`config.mk`:
```
export PLATFORM = sky130hd
export DESIGN_NAME = i2c_cmd_sequencer
export DESIGN_NICKNAME = d
export VERILOG_FILES = /design/src/rtl/i2c_seq_pkg.sv /design/src/rtl/i2c_seq_delay.sv /design/src/rtl/i2c_cmd_sequencer.sv
export SDC_FILE = /design/constraint.sdc
export NUM_CORES = 1
export LEC_CHECK = 0
export ABC_AREA = 1
export ABC_CLOCK_PERIOD_IN_PS = 2930
export CAP_MARGIN = 20
export CORE_MARGIN = 2
export CORE_UTILIZATION = 47
export CTS_CLUSTER_SIZE = 25
export DETAILED_ROUTE_END_ITERATION = 8
export PLACE_DENSITY = 0.8
export SETUP_SLACK_MARGIN = 0.02
export SYNTH_ARGS = -nofsm -noshare
export SYNTH_HDL_FRONTEND = slang
export SYNTH_SLANG_ARGS = --single-unit
```
`constraint.sdc`:
```
create_clock -name i_clk -period 2.93 [get_ports i_clk]
set_input_delay 0.879 -clock i_clk [delete_from_list [all_inputs] [get_ports i_clk]]
set_output_delay 0.879 -clock i_clk [all_outputs]
set_load 0.02 [all_outputs]
```
`src/rtl/i2c_seq_pkg.sv`:
```
// Shared types and helpers for the I2C command-table sequencer.
package i2c_seq_pkg;

    // Command opcodes stored in the top two bits of each table entry.
    typedef enum logic [1:0] {
        OP_WRITE = 2'd0,
        OP_READ  = 2'd1,
        OP_DELAY = 2'd2,
        OP_END   = 2'd3
    } op_t;

    // One table entry: {op, a, b}. For DELAY, {a, b} is the millisecond count.
    typedef struct packed {
        op_t        op;
        logic [7:0] a;
        logic [7:0] b;
    } cmd_t;

    typedef enum logic [3:0] {
        ST_IDLE        = 4'd0,
        ST_FETCH       = 4'd1,
        ST_DECODE      = 4'd2,
        ST_ISSUE       = 4'd3,
        ST_WAIT_ACCEPT = 4'd4,
        ST_WAIT_DONE   = 4'd5,
        ST_DELAY       = 4'd6,
        ST_NEXT        = 4'd7,
        ST_DONE        = 4'd8
    } state_t;

    // Cycles i_ready may stay high after acceptance before the transaction
    // is taken as already finished.
    localparam logic [1:0] ACCEPT_LAST = 2'd3;

    // Clock cycles per millisecond, never less than one.
    function automatic int ms_ticks(input int clk_freq);
        int t;
        t = clk_freq / 1000;
        return (t < 1) ? 1 : t;
    endfunction

endpackage

```
`src/rtl/i2c_seq_delay.sv`:
```
// Millisecond delay: a 1 ms prescaler feeding a down-counter of milliseconds.
// o_expired is high in the cycle of the final prescaler wrap, so the caller
// can leave its wait state on that same edge.
module i2c_seq_delay
    import i2c_seq_pkg::*;
#(
    parameter int CLK_FREQ = 25_000_000
) (
    input  logic        i_clk,
    input  logic        i_rst,
    input  logic        i_load,
    input  logic [15:0] i_ms,
    input  logic        i_run,
    output logic        o_expired
);

    localparam int TICKS = ms_ticks(CLK_FREQ);
    localparam int TW    = (TICKS > 1) ? $clog2(TICKS) : 1;
    localparam logic [TW-1:0] TICK_MAX = TW'(TICKS - 1);

    logic [TW-1:0] tick_cnt;
    logic [15:0]   ms_cnt;
    logic          wrap;

    assign wrap      = i_run && (tick_cnt == TICK_MAX);
    assign o_expired = wrap && (ms_cnt == 16'd1);

    // Prescaler counts 0..TICKS-1; each wrap consumes one millisecond.
    always_ff @(posedge i_clk or posedge i_rst) begin
        if (i_rst) begin
            tick_cnt <= '0;
            ms_cnt   <= '0;
        end else if (i_load) begin
            tick_cnt <= '0;
            ms_cnt   <= i_ms;
        end else if (i_run) begin
            if (wrap) begin
                tick_cnt <= '0;
                ms_cnt   <= ms_cnt - 16'd1;
            end else begin
                tick_cnt <= tick_cnt + 1'b1;
            end
        end
    end

endmodule

```
`src/rtl/i2c_cmd_sequencer.sv`:
```
// Walks a command table in a synchronous ROM and drives one i2c_master.
// Handshakes: a transfer occurs on a rising i_clk edge where valid and ready
// are both high; valid, once raised, holds with a stable payload until that
// edge; ready may change freely.
module i2c_cmd_sequencer
    import i2c_seq_pkg::*;
#(
    parameter int         CLK_FREQ    = 25_000_000,
    parameter int         ROM_AW      = 8,
    parameter logic [6:0] SLAVE_ADDR  = 7'h33,
    parameter int         SCCB_MODE   = 0,
    parameter int         BURST_WIDTH = 4
) (
    input  logic                   i_clk,
    input  logic                   i_rst,
    input  logic                   i_start,
    output logic                   o_busy,
    output logic                   o_done,
    output logic [ROM_AW-1:0]      o_rom_addr,
    input  logic [17:0]            i_rom_data,
    output logic                   o_valid,
    input  logic                   i_ready,
    output logic                   o_we,
    output logic                   o_sccb_mode,
    output logic [6:0]             o_addr_slave,
    output logic [7:0]             o_addr_reg,
    output logic [BURST_WIDTH-1:0] o_burst_num,
    output logic                   o_wr_fifo_valid,
    output logic [7:0]             o_wr_fifo_data,
    input  logic                   i_wr_fifo_ready,
    input  logic                   i_rd_fifo_valid,
    input  logic [7:0]             i_rd_fifo_data,
    output logic                   o_rd_fifo_ready,
    output logic                   o_rd_valid,
    output logic [7:0]             o_rd_data,
    output logic [7:0]             o_rd_reg,
    output state_t                 o_state
);

    state_t     state;
    cmd_t       cmd;
    logic [1:0] acc_cnt;
    logic       dly_load;
    logic       dly_expired;

    assign cmd          = cmd_t'(i_rom_data);
    assign o_sccb_mode  = (SCCB_MODE != 0);
    assign o_addr_slave = SLAVE_ADDR;
    assign o_burst_num  = '0;
    assign o_state      = state;
    assign dly_load     = (state == ST_DECODE) && (cmd.op == OP_DELAY);

    i2c_seq_delay #(
        .CLK_FREQ (CLK_FREQ)
    ) u_delay (
        .i_clk     (i_clk),
        .i_rst     (i_rst),
        .i_load    (dly_load),
        .i_ms      ({cmd.a, cmd.b}),
        .i_run     (state == ST_DELAY),
        .o_expired (dly_expired)
    );

    // Sequencer FSM with all request, write-data and read-capture outputs registered.
    always_ff @(posedge i_clk or posedge i_rst) begin
        if (i_rst) begin
            state           <= ST_IDLE;
            acc_cnt         <= '0;
            o_busy          <= 1'b0;
            o_done          <= 1'b0;
            o_rom_addr      <= '0;
            o_valid         <= 1'b0;
            o_we            <= 1'b0;
            o_addr_reg      <= '0;
            o_wr_fifo_valid <= 1'b0;
            o_wr_fifo_data  <= '0;
            o_rd_fifo_ready <= 1'b0;
            o_rd_valid      <= 1'b0;
            o_rd_data       <= '0;
            o_rd_reg        <= '0;
        end else begin
            o_done     <= 1'b0;
            o_rd_valid <= 1'b0;

            // Write data leaves as soon as the master takes it, in any state.
            if (o_wr_fifo_valid && i_wr_fifo_ready)
                o_wr_fifo_valid <= 1'b0;

            // Read byte capture; still taken on the edge where i_ready rises.
            if (i_rd_fifo_valid && o_rd_fifo_ready) begin
                o_rd_data  <= i_rd_fifo_data;
                o_rd_reg   <= o_addr_reg;
                o_rd_valid <= 1'b1;
            end

            case (state)
                ST_IDLE, ST_DONE: begin
                    if (i_start) begin
                        o_rom_addr <= '0;
                        o_busy     <= 1'b1;
                        state      <= ST_FETCH;
                    end
                end
                ST_FETCH: state <= ST_DECODE;
                ST_DECODE: begin
                    unique case (cmd.op)
                        OP_WRITE: begin
                            o_we            <= 1'b1;
                            o_addr_reg      <= cmd.a;
                            o_wr_fifo_data  <= cmd.b;
                            o_wr_fifo_valid <= 1'b1;
                            o_valid         <= 1'b1;
                            state           <= ST_ISSUE;
                        end
                        OP_READ: begin
                            o_we       <= 1'b0;
                            o_addr_reg <= cmd.a;
                            o_valid    <= 1'b1;
                            state      <= ST_ISSUE;
                        end
                        OP_DELAY: state <= ({cmd.a, cmd.b} == 16'd0) ? ST_NEXT : ST_DELAY;
                        OP_END: begin
                            o_done <= 1'b1;
                            o_busy <= 1'b0;
                            state  <= ST_DONE;
                        end
                    endcase
                end
                ST_ISSUE: begin
                    if (i_ready) begin
                        o_valid <= 1'b0;
                        acc_cnt <= '0;
                        state   <= ST_WAIT_ACCEPT;
                    end
                end
                ST_WAIT_ACCEPT: begin
                    if (!i_ready) begin
                        o_rd_fifo_ready <= 1'b1;
                        state           <= ST_WAIT_DONE;
                    end else if (acc_cnt == ACCEPT_LAST) begin
                        state <= ST_NEXT;
                    end else begin
                        acc_cnt <= acc_cnt + 1'b1;
                    end
                end
                ST_WAIT_DONE: begin
                    if (i_ready) begin
                        o_rd_fifo_ready <= 1'b0;
                        state           <= ST_NEXT;
                    end
                end
                ST_DELAY: begin
                    if (dly_expired)
                        state <= ST_NEXT;
                end
                ST_NEXT: begin
                    o_wr_fifo_valid <= 1'b0;
                    if (o_rom_addr == '1) begin
                        o_done <= 1'b1;
                        o_busy <= 1'b0;
                        state  <= ST_DONE;
                    end else begin
                        o_rom_addr <= o_rom_addr + 1'b1;
                        state      <= ST_FETCH;
                    end
                end
                default: state <= ST_IDLE;
            endcase
        end
    end

endmodule
```
Yosys cells after proc, flatten, opt, wreduce, memory -nomap -nowiden
Cells that the tools add are included.
{ "word_totals": {"regBits": 84, "input_bits": 32, "output_inout_bits": 63, "elab_cells": 115} }
{ "op_classes": {"addsub": 4, "n_eq_ne": 27, "mux": 40, "n_reduce_logical": 28} }
{ "ops": {"columns": ["operator", "count"], "rows": [
  ["2-to-1 mux 16 bit", 3],
  ["2-to-1 mux 15 bit", 3],
  ["one-hot mux 4 bit (8 select lines)", 1],
  ["2-to-1 mux 4 bit", 7],
  ["!= test 2 bit (second input constant)", 10],
  ["equality test 16 x 1 -> 1 bit (second input constant)", 1],
  ["equality test 4 x 3 -> 1 bit (second input constant)", 4],
  ["zero test 16 bit", 1],
  ["2-to-1 mux 8 bit", 2],
  ["one-hot mux 8 bit (2 select lines)", 1],
  ["subtractor 16 x 1 -> 16 bit (second input constant)", 1],
  ["adder 15 x 1 -> 15 bit (second input constant)", 1],
  ["equality test 15 bit (second input constant)", 1],
  ["nonzero test 2 bit", 7],
  ["2-to-1 mux 1 bit", 12],
  ["one-hot mux 4 bit (3 select lines)", 1],
  ["one-hot mux 1 bit (2 select lines)", 5],
  ["AND reduction 3 bit", 3],
  ["adder 8 x 1 -> 8 bit (second input constant)", 1],
  ["equality test 4 x 2 -> 1 bit (second input constant)", 2],
  ["equality test 8 bit (second input constant)", 1],
  ["AND reduction 2 bit", 4],
  ["AND reduction 4 bit", 2],
  ["equality test 2 bit (second input constant)", 3],
  ["15 further kinds", 22]
]} }

Depth between registers and ports, before layout
Gate-level depths: netlist of run 1.
{ "logic_depth": {"depth_word": 5, "mapped_depth": 10, "ltp_nobuf": 10} }

By module
A second synthesis of run 1 with hierarchy kept.
{ "unflattened": {"hier_cells": 630, "hier_area_um2": 4737.0} }
{ "modules_own_cells": {"columns": ["mod", "instances", "cells_per_inst", "area_per_inst_um2", "seq_area_each_um2"], "rows": [
  ["i2c_cmd_sequencer", 1, 324, 2661.3, 1326.3],
  ["i2c_seq_delay", 1, 306, 2075.7, 775.7]
]} }

Worst setup path before layout of run 1
Ideal clock, no wire load.
{ "synth_timing": {"kind": "input to register", "start": "input port i_rom_data[17]", "end": "register u_delay.ms_cnt[0]", "setup_ns": 0.120, "arrival_time_ns": 1.567, "t_required_ns": 2.810, "path_slack_ns": 1.242, "stages": 8, "n_path_buf": 1, "cell_sequence": "inv_2 nor2_2 nand3_4 buf_2 nand2_1 o21ai_0 nand2_1 o21ai_2"} }
{ "synth_via": {"elab_chain_cells": 4, "word_cells_on_any_way": 6, "classes_between": "1 x eq/ne; 1 x mux; 4 x reduce/logical"} }
{ "synth_rtl": {"columns": ["element", "line_no", "text"], "rows": [
  ["from (decl)", "i2c_cmd_sequencer.sv:20", "input logic [17:0] i_rom_data,"],
  ["equality test 2 bit *", "i2c_cmd_sequencer.sv:51", "assign dly_load = (state == ST_DECODE) && (cmd.op == OP_DELAY);"],
  ["logical AND 1 bit *", "i2c_cmd_sequencer.sv:51", null],
  ["nonzero test 2 bit (no line)", null, null],
  ["AND reduction 2 bit (no line)", null, null],
  ["to (signal assigned)", "i2c_seq_delay.sv:35", "ms_cnt <= i_ms;"],
  ["to (signal assigned)", "i2c_seq_delay.sv:39", "ms_cnt <= ms_cnt - 16'd1;"],
  ["to (decl)", "i2c_seq_delay.sv:22", "logic [15:0] ms_cnt;"]
]} }
Mark *: on every way between the ends. The rest lies on a longest branch, timed or not.
A chain may end at the register's enable or synchronous reset.

Worst setup path in the final report of run 1
{ "layout_timing": {"start": "register o_rom_addr[6]", "end": "output port o_rom_addr[6]"} }
{ "layout_lines": {"columns": ["element", "line_no", "text"], "rows": [
  ["from (decl)", "i2c_cmd_sequencer.sv:19", "output logic [ROM_AW-1:0] o_rom_addr,"],
  ["from (signal assigned)", "i2c_cmd_sequencer.sv:163", "o_rom_addr <= o_rom_addr + 1'b1;"]
]} }
No word-level cell between the ends.

==> results of run 1 <==
## how the worst max path moves through the flow
stage	start	endpoint	cells past startpoint
finish	o_rom_addr[6]	o_rom_addr[6]	1
global route	o_rom_addr[6]	o_rom_addr[6]	1
CTS	o_rom_addr[6]	o_rom_addr[6]	1
detailed placement	i_rom_data[17]	u_delay.ms_cnt[6]	8
global placement	i_rom_data[17]	u_delay.ms_cnt[12]	8
floorplan	i_rst	acc_cnt[0]	1
## synth_stat cells
master / number / area [µm²]
sky130_fd_sc_hd__buf_4: 15 / 113
sky130_fd_sc_hd__inv_4: 1 / 6.26
sky130_fd_sc_hd__buf_6: 2 / 22.5
sky130_fd_sc_hd__nand3b_4: 1 / 20.0
sky130_fd_sc_hd__o21ai_2: 1 / 8.76
sky130_fd_sc_hd__nand3_4: 2 / 35.0
sky130_fd_sc_hd__nand3_2: 2 / 20.0
sky130_fd_sc_hd__nand2_4: 4 / 45.0
sky130_fd_sc_hd__clkinv_1: 1 / 3.75
sky130_fd_sc_hd__xor2_1: 8 / 70.1
sky130_fd_sc_hd__a31o_2: 1 / 8.76
sky130_fd_sc_hd__o21ai_1: 18 / 90.1
sky130_fd_sc_hd__ha_1: 5 / 62.6
sky130_fd_sc_hd__inv_1: 64 / 240
sky130_fd_sc_hd__a21oi_1: 11 / 55.1
sky130_fd_sc_hd__nor3_1: 3 / 15.0
sky130_fd_sc_hd__nor2_1: 77 / 289
sky130_fd_sc_hd__nor2_8: 1 / 20.0
sky130_fd_sc_hd__o211ai_4: 1 / 21.3
sky130_fd_sc_hd__o21bai_1: 2 / 15.0
sky130_fd_sc_hd__dfrtp_1: 84 / 2100
sky130_fd_sc_hd__nand3b_1: 1 / 7.51
sky130_fd_sc_hd__inv_2: 9 / 33.8
sky130_fd_sc_hd__nand4_1: 13 / 81.3
sky130_fd_sc_hd__clkbuf_1: 2 / 7.51
sky130_fd_sc_hd__buf_2: 6 / 30.0
sky130_fd_sc_hd__nand2_1: 231 / 867
sky130_fd_sc_hd__nand2_2: 2 / 12.5
sky130_fd_sc_hd__nor2_4: 2 / 22.5
sky130_fd_sc_hd__nor3_2: 1 / 10.0
sky130_fd_sc_hd__or2_2: 4 / 25.0
sky130_fd_sc_hd__mux2_1: 3 / 33.8
sky130_fd_sc_hd__nand3_1: 46 / 230
sky130_fd_sc_hd__a2bb2oi_1: 1 / 8.76
sky130_fd_sc_hd__nor2_2: 3 / 18.8
sky130_fd_sc_hd__o211ai_1: 1 / 7.51
sky130_fd_sc_hd__o21ai_0: 16 / 80.1
sky130_fd_sc_hd__conb_1: 2 / 7.51
sky130_fd_sc_hd__o22ai_1: 1 / 6.26
## power by group
| part | total (mW) | switching, mW | internal [mW] |
|---|---|---|---|
| clock | 0.881 | 0.435 | 0.446 |
| combinational | 2.31 | 1.37 | 0.942 |
| sequential | 1.86 | 0.321 | 1.54 |
| total | 5.05 | 2.13 | 2.93 |
## stage by stage
| step | hold WS, ns | utilization (%) | setup WS, ns | instance area [µm²] |
|---|---|---|---|---|
| after CTS | 0.489 | 60.0 | 0.537 | 5860 |
| after detailed placement | 0.462 | 57.8 | 0.351 | 5650 |
| after floorplan | 0.446 | - | 1.09 | 4790 |
| after global routing | 0.505 | 60.0 | 0.492 | 5860 |
| after global placement | 0.459 | 57.8 | 0.437 | 5650 |
| final | 0.486 | 60.0 | 0.545 | 5860 |
## kinds of logic after synthesis
logic type / synth area share [%]
DFF: 44.2
AOI/OAI and AO/OA: 6.34
buffers and inverters: 9.61
muxes: 0.711
and+or+nand+nor: 36.2
xor gates and xnor gates: 1.47
adders and majority gates: 1.32
other: 0.158
## area by class of cell
| type | count | area (µm²) |
|---|---|---|
| Clock buffer | 12 | 155 |
| Fill cell | 893 | 3910 |
| Timing Repair Buffer | 86 | 863 |
| Multi-Input combinational cell | 474 | 2230 |
| Inverter | 75 | 288 |
| Clock inverter | 4 | 55.1 |
| Tap cell | 133 | 166 |
| Sequential cell | 84 | 2100 |
## metal layers
| metal | track usage (%) | vias up |
|---|---|---|
| met3 | 3.99 | 22 |
| met1 | 28.0 | 2039 |
| met4 | 9.65 | 0 |
| li1 | - | 2165 |
| met5 | 0 | - |
| met2 | 35.8 | 140 |
==> implementation parameters, run 1 <==
Parameter                              Value

Status
  Run status    finished, final reports clean

Timing
  Number of pins exceeding their max-slew limit in the final report    0
  Ratio of final minimum period to clock period    81.4%
  Worst-Margin Slew    roughly 0.53 ns
  Clock skew after layout    about 0.016 ns
  Final-layout setup total negative slack    0 ns
  Worst max-slew margin expressed relative to the limit    64.4%
  Final Hold Viols    0
  Endpoints failing setup    0
  Unrepaired setup endpoints after global routing    false
  Final worst path period need    approximately 2.4 ns
  Highest attainable clock frequency    0.419 GHz

GRT
  Overflow left after global routing    0
  Initial antenna violation count    0
  First-pass GRT wire length    ~20000 µm
  Largest net degree at the start of global routing    85
  Number of global-route vias before repair    around 4300
  GRT Util Overall    between 20% and 30%

Setup path
  Startpoint class of the critical path    register
  CP max-delay cell    sky130_fd_sc_hd__clkdlybuf4s50_1
  Maximum fanout along the worst path    7
  Sum of buffers and inverters on the critical path    1
  Crit. End Element    output pin
  Path depth of the worst reg2reg path    8
  Critical path, cell by cell    clkdlybuf4s50_1
  Top delay family on crit path    buffers and inverters
  CP Data Required Time    just over 2 ns
  Worst R2R Setup Slack    about 1.1 ns
  R2R Path End    u_delay.ms_cnt[6]
  Reg-to-Reg Start    u_delay.tick_cnt[0]
  Largest stage delay, worst path    ~0.66 ns
  Signal arrival time at the worst endpoint    1.51 ns
  Class of the most critical setup path    register to output pin

Route
  Uppermost signal routing layer after detailed routing    met4
  Drt drc    0
  Via count of the routed design    roughly 4400
  DRC marker count from the first detailed-route iteration    between 300 and 400
  DR WL met3    roughly 650 µm
  DRT Wirelength    roughly 11000 µm
  Vias per cell    5.03
  Drt first pass iters    5
  Wire length per cell    roughly 13 µm
  Number of nets with antenna violations after routing    0
  Metal2 WL    approximately 5500 µm
  Met1 WL    ~5000 µm

Placed design
  Final weighted congestion of routability-driven global placement    ~0.94
  # placed instances    around 850
  Count of buffers from port buffering    82
  Post-detail-place hpwl    between 8000 and 9000 µm

Clock tree
  Cts-stage hold buffer count    0
  Clock network latency to the later pin of the worst-skew pair    0.35 ns
  Clock root cell    sky130_fd_sc_hd__clkbuf_8
  Clock input transition at the sequential cells of the worst setup and hold paths    0.09 ns
  Post-CTS setup repair buffer count    0
  H-Tree Depth    3
  Number of clock sinks    84
  Post-cts resize count    0
  Number of buffers created by CTS    9
  Maximum clock path buffer count    2
  Clock tree from TritonCTS    built

Floorplanning
  Vertical die dimension    roughly 100 µm
  Initial Util    between 40% and 50%
  Die width    between 100 and 150 µm
  Area of the core    9770 µm²
  Number of cell rows    36
  Ports    95
  Die Outline Area    approximately 11000 µm²

Worst hold path
  Hold-critical path endpoint    o_rd_data[6]
  Worst min-delay path category    register to register
  Min-Delay Path Depth    2
  Startpoint of the most critical hold path    o_rd_data[6]

Layout
  Most frequent cells in the layout    sky130_fd_sc_hd__nand2_1 (231), sky130_fd_sc_hd__dfrtp_1 (84), sky130_fd_sc_hd__clkdlybuf4s50_1 (82)
  Layout cells sized above 1    about 7.5%
  Largest register FFs    16
  Nets    around 770
  Post-route non-filler standard cell count    just under 900
  Number of diodes added for antenna fixing    0
  Largest registers in the final layout    u_delay.ms_cnt (16), u_delay.tick_cnt (15)
  Biggest register    u_delay.ms_cnt
  Layout area overhead    23.3%
  Leading cell type in the layout, fill and taps excluded    sky130_fd_sc_hd__nand2_1

Power and ir drop
  Power per cell area    between 800 and 900 nW/µm²
  Maximum vdd drop    0.000498 V
  Overall power    5.05 mW
  Leak    2.94 nW

Synthesis
  Syn. warnings    0
  Synth Cell Area    roughly 4800 µm²
  Synth Instances    about 650
  Number of library cell types mapped by synthesis    39
  Sequential element share of the synthesized area    between 40% and 50%
  Total of flip-flops plus latches after synthesis    84
  Mapped Avg Cell Area    between 7 and 8 µm²

Flow run
  Max-cap check violation count    0
(Power assumes the default switching activity.)
==> run 2, diff against run 1 <==
--- a/config.mk
+++ b/config.mk
@@ -6,7 +6,7 @@
 export NUM_CORES = 1
 export LEC_CHECK = 0
 export ABC_AREA = 1
-export ABC_CLOCK_PERIOD_IN_PS = 2930
+export ABC_CLOCK_PERIOD_IN_PS = 2000
 export CAP_MARGIN = 20
 export CORE_MARGIN = 2
 export CORE_UTILIZATION = 47
==> constraint.sdc (replaced) <==
create_clock -name i_clk -period 2 [get_ports i_clk]
set_input_delay 0.6 -clock i_clk [delete_from_list [all_inputs] [get_ports i_clk]]
set_output_delay 0.6 -clock i_clk [all_outputs]
set_load 0.02 [all_outputs]
==> run 2 against run 1 <==
Against the previous run:
- core utilization grew 1.5 points
- clock skew shrank 0.0052 ns
- sequential share of layout area is 0.86 points lower
- routed wire length rose by 0.43%
- critical path depth is the same
- critical path type unchanged
- critical endpoint is now o_wr_fifo_data[7]
- design area rose by 2.5%
- highest routed layer unchanged
- power grew 44%
- flip-flop and latch count did not move
- worst setup slack got worse by 0.49 ns
==> implementation parameters, run 2 (same netlist as run 1, synthesis figures left out) <==
Parameter                              Value

Clock tree
  H-Tree Depth    3
  Maximum clock path buffer count    2
  Clock input transition at the sequential cells of the worst setup and hold paths    0.10 ns
  Clock root cell    sky130_fd_sc_hd__clkbuf_8
  Number of buffers created by CTS    9
  Clock network latency to the later pin of the worst-skew pair    0.37 ns
  Number of clock sinks    84
  Clock tree from TritonCTS    built

Floorplanning
  Die Outline Area    10900 µm²
  Vertical die dimension    105 µm
  Initial Util    roughly 49%
  Area of the core    9770 µm²
  Die width    approximately 100 µm
  Number of cell rows    36
  Ports    95

Placed design
  # placed instances    approximately 870
  Post-detail-place hpwl    8550 µm
  Final weighted congestion of routability-driven global placement    0.929
  Cell area after placement    a little under 6000 µm²
  Count of buffers from port buffering    just over 80

Timing
  Highest attainable clock frequency    around 0.52 GHz
  Final worst path period need    1.94 ns
  Number of pins exceeding their max-slew limit in the final report    0
  Final Hold Viols    0
  Unrepaired setup endpoints after global routing    false
  Endpoints failing setup    0
  Ratio of final minimum period to clock period    a little under 100%
  Worst-case hold slack    roughly 0.48 ns
  Clock skew after layout    between 0.01 and 0.015 ns

Layout
  Storage element area    roughly 2100 µm²
  Most frequent cells in the layout    sky130_fd_sc_hd__nand2_1 (231), sky130_fd_sc_hd__dfrtp_1 (84), sky130_fd_sc_hd__nor2_1 (77)
  Layout area overhead    26.3%
  Biggest register    u_delay.ms_cnt
  Largest registers in the final layout    u_delay.ms_cnt (16), u_delay.tick_cnt (15)
  Post-route non-filler standard cell count    between 800 and 900
  Layout cells sized above 1    roughly a tenth
  Post-route cell area    6010 µm²
  Layout fillers    roughly 900
  Nets    782
  Number of diodes added for antenna fixing    0
  Area occupied by multi-input gates    2230 µm²
  Largest register FFs    16
  Leading cell type in the layout, fill and taps excluded    sky130_fd_sc_hd__nand2_1

Worst hold path
  Worst min-delay path category    register to register
  Min-Delay Path Depth    2
  Startpoint of the most critical hold path    o_we
  Hold-critical path endpoint    o_we

GRT
  Initial antenna violation count    0
  GRT Util Overall    between 20% and 30%
  Number of global-route vias before repair    ~4300
  Overflow left after global routing    0
  First-pass GRT wire length    approximately 20000 µm
  Largest net degree at the start of global routing    85

Setup path
  Sum of buffers and inverters on the critical path    1
  Signal arrival time at the worst endpoint    about 1.3 ns
  Class of the most critical setup path    register to output pin
  Worst R2R Setup Slack    around 0.21 ns
  Maximum fanout along the worst path    2
  Critical path, cell by cell    clkdlybuf4s50_1
  R2R Path End    u_delay.ms_cnt[8]
  Startpoint class of the critical path    register
  CP Data Required Time    roughly 1.4 ns
  Top delay family on crit path    buffers and inverters
  Crit. End Element    output pin
  Reg-to-Reg Start    u_delay.ms_cnt[0]
  Largest stage delay, worst path    about 0.61 ns
  Cell depth of the worst setup path    1
  Path depth of the worst reg2reg path    8
  CP max-delay cell    sky130_fd_sc_hd__clkdlybuf4s50_1

Route
  Drt drc    0
  DRC marker count from the first detailed-route iteration    300
  Vias per cell    approximately 5
  Drt first pass iters    5
  Via count of the routed design    4392
  Number of nets with antenna violations after routing    0
  Wire length per cell    between 10 and 15 µm
  DRT Wirelength    11500 µm

Power and ir drop
  Power per cell area    around 1200 nW/µm²
  Maximum vdd drop    between 0.0007 and 0.0008 V
  Leak    3.29 nW
  Overall power    slightly above 7 mW

Status
  Run status    finished, final reports clean

Flow run
  Max-cap check violation count    0
[run 2: repair_timing]
action,CTS,global route
cloned,0,0
hold buffers,0,0
resized for setup,21,17
setup buffers,0,0
endpoints found under the setup margin,21,17
[run 2: worst reg2reg max path, stage by stage (launching register included)]
cell and delay, ns:
sky130_fd_sc_hd__dfrtp_1 0.40, sky130_fd_sc_hd__inv_1 0.16, sky130_fd_sc_hd__ha_1 0.22, sky130_fd_sc_hd__nand2_1 0.14
sky130_fd_sc_hd__nor2_1 0.33, sky130_fd_sc_hd__nand3_1 0.20, sky130_fd_sc_hd__nand2_1 0.15, sky130_fd_sc_hd__o211ai_4 0.08
sky130_fd_sc_hd__nand2_1 0.06
[run 2: how the worst max path moves through the flow]
stage / start / endpoint / slack, ns
6_report: o_wr_fifo_data[7] / o_wr_fifo_data[7] / 0.06
5_1_grt: o_valid / o_valid / 0.02
4_1_cts: o_wr_fifo_data[6] / o_wr_fifo_data[6] / 0.03
3_5_place_dp: i_rom_data[17] / u_delay.tick_cnt[9] / -0.13
3_3_place_gp: i_rom_data[17] / u_delay.tick_cnt[9] / -0.02
2_1_floorplan: i_rst / acc_cnt[0] / 0.43
[run 2: layer usage]
layer / GRT usage [%] / vias to the layer above / part of all wire [%]
li1: - / 2202 / -
met3: 4.18 / 17 / 5.5
met1: 28.6 / 2048 / 45
met2: 36.9 / 125 / 48
met5: 0 / - / 0
met4: 7.24 / 0 / 1.6
[run 2: stage by stage]
step / utilization (%) / TNS (ns) / setup WS [ns]
after floorplan: - / 0 / 0.434
after global placement: 59.4 / -0.0672 / -0.0215
after detailed placement: 59.4 / -1.17 / -0.125
after CTS: 61.0 / 0 / 0.0253
after global routing: 61.4 / 0 / 0.0208
final: 61.4 / 0 / 0.0585
[run 2: area by class of cell]
| cell class | count | area share, % |
|---|---|---|
| clock buffer | 9 | 2.06 |
| clock inverter | 7 | 1.06 |
| inverter | 75 | 4.79 |
| multi-input combinational | 474 | 37.2 |
| sequential | 84 | 35.0 |
| tap | 133 | 2.77 |
| timing repair buffer | 101 | 17.1 |
[run 2: power by group]
part           switching (mW)  internal [mW]
clock                   0.719          0.484
combinational            2.02           1.34
sequential              0.452           2.25
